### src/rtl/bist_result_dr.sv
// JTAG data register for the BIST result word: capture, LSB-first shift, update to a control word, error status.
// tdo, ctrl_word and ctrl_stb are registered one clk after the pulse. `define PARITY_EN_EN appends an odd-parity bit.
module bist_result_dr #(
  parameter int         W       = 16,
  parameter logic [7:0] HDR_ERR = 8'hFF,
  parameter logic [7:0] HDR_RST = 8'hF0,
  parameter int         CNT_W   = 4
) (
  input  logic             clk,
  input  logic             res,
  input  logic [W-1:0]     bist_word,
  input  logic             capture_dr,
  input  logic             shift_dr,
  input  logic             update_dr,
  input  logic             tdi,
  output logic             tdo,
  output logic [W-1:0]     ctrl_word,
  output logic             ctrl_stb,
  output logic             err_seen,
  output logic [CNT_W-1:0] err_cnt,
  output logic [7:0]       err_code,
  output logic             short_shift,
  output logic             par_err
);

`ifdef PARITY_EN_EN
  localparam int LEN = W + 1;
`else
  localparam int LEN = W;
`endif
  localparam int               BC_W    = $clog2(LEN + 1);
  localparam logic [BC_W-1:0]  LEN_C   = BC_W'(LEN);
  localparam logic [BC_W-1:0]  BC_ONE  = BC_W'(1);
  localparam logic [CNT_W-1:0] CNT_ONE = CNT_W'(1);
  localparam logic [CNT_W-1:0] CNT_MAX = '1;

  typedef enum logic [1:0] {IDLE, LOADED, SHIFTING, DONE} state_t;

  state_t          state, state_nxt;
  logic [LEN-1:0]  sr;
  logic [BC_W-1:0] bit_cnt;
  logic            do_shift, do_upd, upd_ok, upd_short;
  logic            hdr_err, shift_last, parity_ok;

  // A reset marker always wins if the two header codes are ever configured equal.
  assign hdr_err    = (bist_word[W-1:W-8] == HDR_ERR) && (HDR_ERR != HDR_RST);
  assign shift_last = (bit_cnt == LEN_C - BC_ONE);
  assign tdo        = sr[0];

`ifdef PARITY_EN_EN
  assign parity_ok = ^sr;
`else
  assign parity_ok = 1'b1;
`endif

  always_ff @(posedge clk or posedge res) begin
    if (res) state <= IDLE;
    else     state <= state_nxt;
  end

  always_comb begin
    state_nxt = state;
    if (capture_dr) begin
      state_nxt = LOADED;
    end else if (shift_dr) begin
      case (state)
        LOADED, SHIFTING: state_nxt = shift_last ? DONE : SHIFTING;
        default:          state_nxt = state;
      endcase
    end else if (update_dr && state != IDLE) begin
      state_nxt = IDLE;
    end
  end

  // Action decode: capture beats shift beats update.
  always_comb begin
    do_shift  = !capture_dr && shift_dr && (state != IDLE);
    do_upd    = !capture_dr && !shift_dr && update_dr;
    upd_ok    = do_upd && (state == DONE) && (bit_cnt == LEN_C) && parity_ok;
    upd_short = do_upd && ((state == LOADED) || (state == SHIFTING));
  end

  always_ff @(posedge clk or posedge res) begin
    if (res) begin
      sr      <= '0;
      bit_cnt <= '0;
    end else if (capture_dr) begin
`ifdef PARITY_EN_EN
      sr      <= {~^bist_word, bist_word};
`else
      sr      <= bist_word;
`endif
      bit_cnt <= '0;
    end else if (do_shift) begin
      sr <= {tdi, sr[LEN-1:1]};
      if (bit_cnt != LEN_C) bit_cnt <= bit_cnt + BC_ONE;
    end
  end

  always_ff @(posedge clk or posedge res) begin
    if (res) begin
      err_seen    <= 1'b0;
      err_cnt     <= '0;
      err_code    <= '0;
      short_shift <= 1'b0;
    end else begin
      if (capture_dr && hdr_err) begin
        err_seen <= 1'b1;
        err_code <= bist_word[7:0];
        if (err_cnt != CNT_MAX) err_cnt <= err_cnt + CNT_ONE;
      end
      if (upd_short) short_shift <= 1'b1;
    end
  end

  always_ff @(posedge clk or posedge res) begin
    if (res) begin
      ctrl_word <= '0;
      ctrl_stb  <= 1'b0;
    end else begin
      ctrl_stb <= upd_ok;
      if (upd_ok) ctrl_word <= sr[W-1:0];
    end
  end

`ifdef PARITY_EN_EN
  always_ff @(posedge clk or posedge res) begin
    if (res) par_err <= 1'b0;
    else if (do_upd && (state == DONE) && (bit_cnt == LEN_C) && !parity_ok) par_err <= 1'b1;
  end
`else
  assign par_err = 1'b0;
`endif

endmodule
### config.mk
export PLATFORM = sky130hd
export DESIGN_NAME = bist_result_dr
export DESIGN_NICKNAME = d
export VERILOG_FILES = /design/src/rtl/bist_result_dr.sv
export SDC_FILE = /design/constraint.sdc
export NUM_CORES = 1
export LEC_CHECK = 0
export ABC_AREA = 1
export ABC_CLOCK_PERIOD_IN_PS = 1700
export BUFFER_PORTS_ARGS = -buffer_cell sky130_fd_sc_hd__buf_2
export CAP_MARGIN = 30
export CORE_MARGIN = 2
export CORE_UTILIZATION = 48
export CTS_CLUSTER_DIAMETER = 120
export DETAILED_ROUTE_END_ITERATION = 16
export PLACE_DENSITY = 0.75
export SLEW_MARGIN = 20
export SYNTH_ARGS = -nofsm -noshare
export SYNTH_HDL_FRONTEND = slang
export SYNTH_SLANG_ARGS = --single-unit
### constraint.sdc
create_clock -name clk -period 1.7 [get_ports clk]
set_clock_uncertainty 0.15 [all_clocks]
set_input_delay 0.085 -clock clk [delete_from_list [all_inputs] [get_ports clk]]
set_output_delay 0.085 -clock clk [all_outputs]
set_load 0.1 [all_outputs]
==> flow_metrics.py <==
metrics = {
    "outcome": {
        "outcome": "finished, final reports clean",
    },
    "die": {
        "ios": 55,
        "die_area_um2": 5800,
        "num_rows": 26,
        "initial_core_util_pct": 49.3,
        "die_h_um": 76.2,
        "die_w_um": 76.2,
        "core_um2": 5070,
    },
    "final_layout": {
        "drive_above_1_share_pct": 24.6,
        "fill_cells": 466,
        "final_cell_mix": "114 x nand2_1, 53 x buf_2, 50 x dfrtp_1",
        "final_common_cell": "nand2_1",
        "register_area_um2": 1360,
        "area_delta_synth_final_pct": 26.9,
        "multi_input_area_um2": 1030,
        "diodes": 0,
        "nets": 397,
    },
    "global_route": {
        "gr-total-overflow": 0,
        "grt_pass1_wl_mm": 9.54,
        "grt_max_degree": 55,
        "gr-usage-all-layers_pct": 19.9,
        "grt_pass1_vias": 2085,
        "antenna_found_initial": 0,
    },
    "synthesis": {
        "syn_nets": 320,
        "synth_area_per_cell_um2": 8.57,
        "yosysSeqAreaShare_pct": 54.0,
        "ys_seq_elements": 54,
        "syn_inst": 292,
        "synth.cell_area_um2": 2500,
        "synth_cell_type_count": 28,
        "yosysWarnings": 0,
    },
    "route": {
        "postRouteAntennaNets": 0,
        "drc": 0,
        "via_per_inst": 4.91,
        "vias": 2162,
        "routedWlPerCell_um": 12.4,
        "wl_mm": 5.45,
        "drtIter0Drc": 144,
        "drtPass1Iterations": 4,
    },
    "setup_path": {
        "critPathMaxFanout": 30,
        "worstPathRequired_ns": 1.77,
        "worst_setup_path_end_kind": "register",
        "crit_arrival_ns": 1.69,
        "startpoint_type": "register",
        "critical_path_class": "register to register",
    },
    "clocking": {
        "clock_sinks": 54,
        "clockBufferDepth": 2,
        "numCtsBuffers": 5,
        "cts_tree": "yes",
        "root_buffer": "clkbuf_8",
        "cts.clk_slew.worst_paths_ns": 0.09,
        "htree_num_levels": 2,
        "clock_latency_ns": 0.30,
    },
    "sta": {
        "hold_violations": 0,
        "fmax_mhz": 620,
        "fin_ws_ns": 0.0862,
        "rsz0062_at_grt": "no",
        "finalCriticalPeriod_ns": 1.61,
        "drv_slew": 0,
        "setup_viol": 0,
        "finalCritPeriodShare_pct": 94.9,
    },
    "min_path": {
        "hp-class": "input port to register",
    },
    "power": {
        "p_leak_nw": 1.74,
        "powerDensity_nw_per_um2": 879,
        "ir_drop_v": 0.000414,
        "power_mw": 2.79,
    },
    "place": {
        "pre_cts_slack_ns": -0.000285,
        "dp_hpwl_mm": 3.59,
        "io_buffers": 53,
        "gp_congestion": 0.841,
    },
    "run": {
        "drv_cap": 0,
    },
}
final timing paths:
check / from / endpoint / slack, ns / cells after the start
worst min register to register: short_shift / short_shift / 0.32 / 1
worst min-delay path: capture_dr / bit_cnt[4] / 0.007 / 3
max in group asynchronous: res / err_cnt[3] / 0.93 / 4
min in group asynchronous: res / short_shift / 0.20 / 4
worst max-delay path: state[0] / sr[1] / 0.09 / 6
worst max register to register: state[0] / sr[1] / 0.09 / 6
critical path, cell delays in order, from the launching register on:
cell and delay [ns]:
dfrtp_1 0.42, inv_1 0.06, ha_1 0.24, o21ai_2 0.23, buf_12 0.20, nor2_1 0.07
a31oi_1 0.16
repair_timing:
item | in CTS | in global routing
pin swaps | 0 | 4
resized for setup | 1 | 4
setup endpoints to repair | 1 | 18
hold buffers | 19 | 0
hold endpoints to repair | 80 | 0
setup buffers | 0 | 2
cloned | 0 | 1
final cells by class:
type                            instances  area share (%)
Sequential cell                        54            42.7
Inverter                               17            2.01
Tap cell                               70            2.76
Timing Repair Buffer                   81            17.3
Clock buffer                            6            2.29
Clock inverter                          2           0.434
Multi-Input combinational cell        210            32.5
report_power, final:
group          internal (mW)  switching (mW)  total, mW  leakage, nW
Sequential              1.39          0.0898       1.48        0.697
Clock                  0.292           0.407      0.698       0.0452
Combinational          0.194           0.414      0.608        0.995
cells in the mapped netlist:
cell type    n  area, um2
nor2_4       1       11.3
xor2_1       2       17.5
nand4_1      3       18.8
or2_2        2       12.5
clkbuf_2     1       5.00
o21ai_2      1       8.76
nor2_2       2       12.5
inv_2        3       11.3
nand3_1     10       50.1
nand3_4      1       17.5
nor2_8       1       20.0
a31o_2       1       8.76
dfrtp_1     54       1350
o21ai_0     24        120
buf_2        3       15.0
nor2_1      17       63.8
inv_1       14       52.6
clkbuf_1     2       7.51
o21ai_1      4       20.0
and3_1       1       6.26
nand2_1    114        428
a31oi_1     15       93.8
a21oi_1      1       5.00
conb_1       1       3.75
buf_6        2       22.5
ha_1         6       75.1
nand2_2      2       12.5
buf_4        4       30.0
stage by stage:
stage	setup TNS (ns)	instances	hold slack, ns	util (%)	instance area (um2)
6_report	0	440	0.00749	62.5	3170
5_1_grt	0	440	0.0298	62.5	3170
4_1_cts	0	437	0.0183	61.8	3140
3_5_place_dp	-0.000285	410	0.00333	56.3	2860
3_3_place_gp	0	410	0.00419	56.3	2860
2_1_floorplan	0	292	0.0446	-	2510
metal layers:
layer | GRT usage [%] | vias up | wire [um]
met1 | 26.4 | 991 | 2400
met4 | 8.00 | 0 | 156
met2 | 32.9 | 57 | 2680
li1 | - | 1100 | -
met3 | 3.32 | 14 | 210
met5 | 0 | - | 0
logic make-up (layout without fill, tap and decap cells):
family / count (synthesis) / in the layout / share of synthesized area (%)
simple gates: 154 / 155 / 26.1
flops: 54 / 54 / 54.0
compound gates: 46 / 46 / 10.3
buf+inv: 29 / 106 / 5.75
fa+ha+maj: 6 / 6 / 3.00
xor+xnor: 2 / 2 / 0.700
other cells: 1 / 1 / 0.150
sequential cells by signal, summed over array words and instances, names as in the netlist:
signal	flops
bit_cnt	5
err_code	8
err_seen	1
ctrl_stb	1
sr	16
ctrl_word	16
short_shift	1
err_cnt	4
state	2
(Power assumes the default switching activity.)
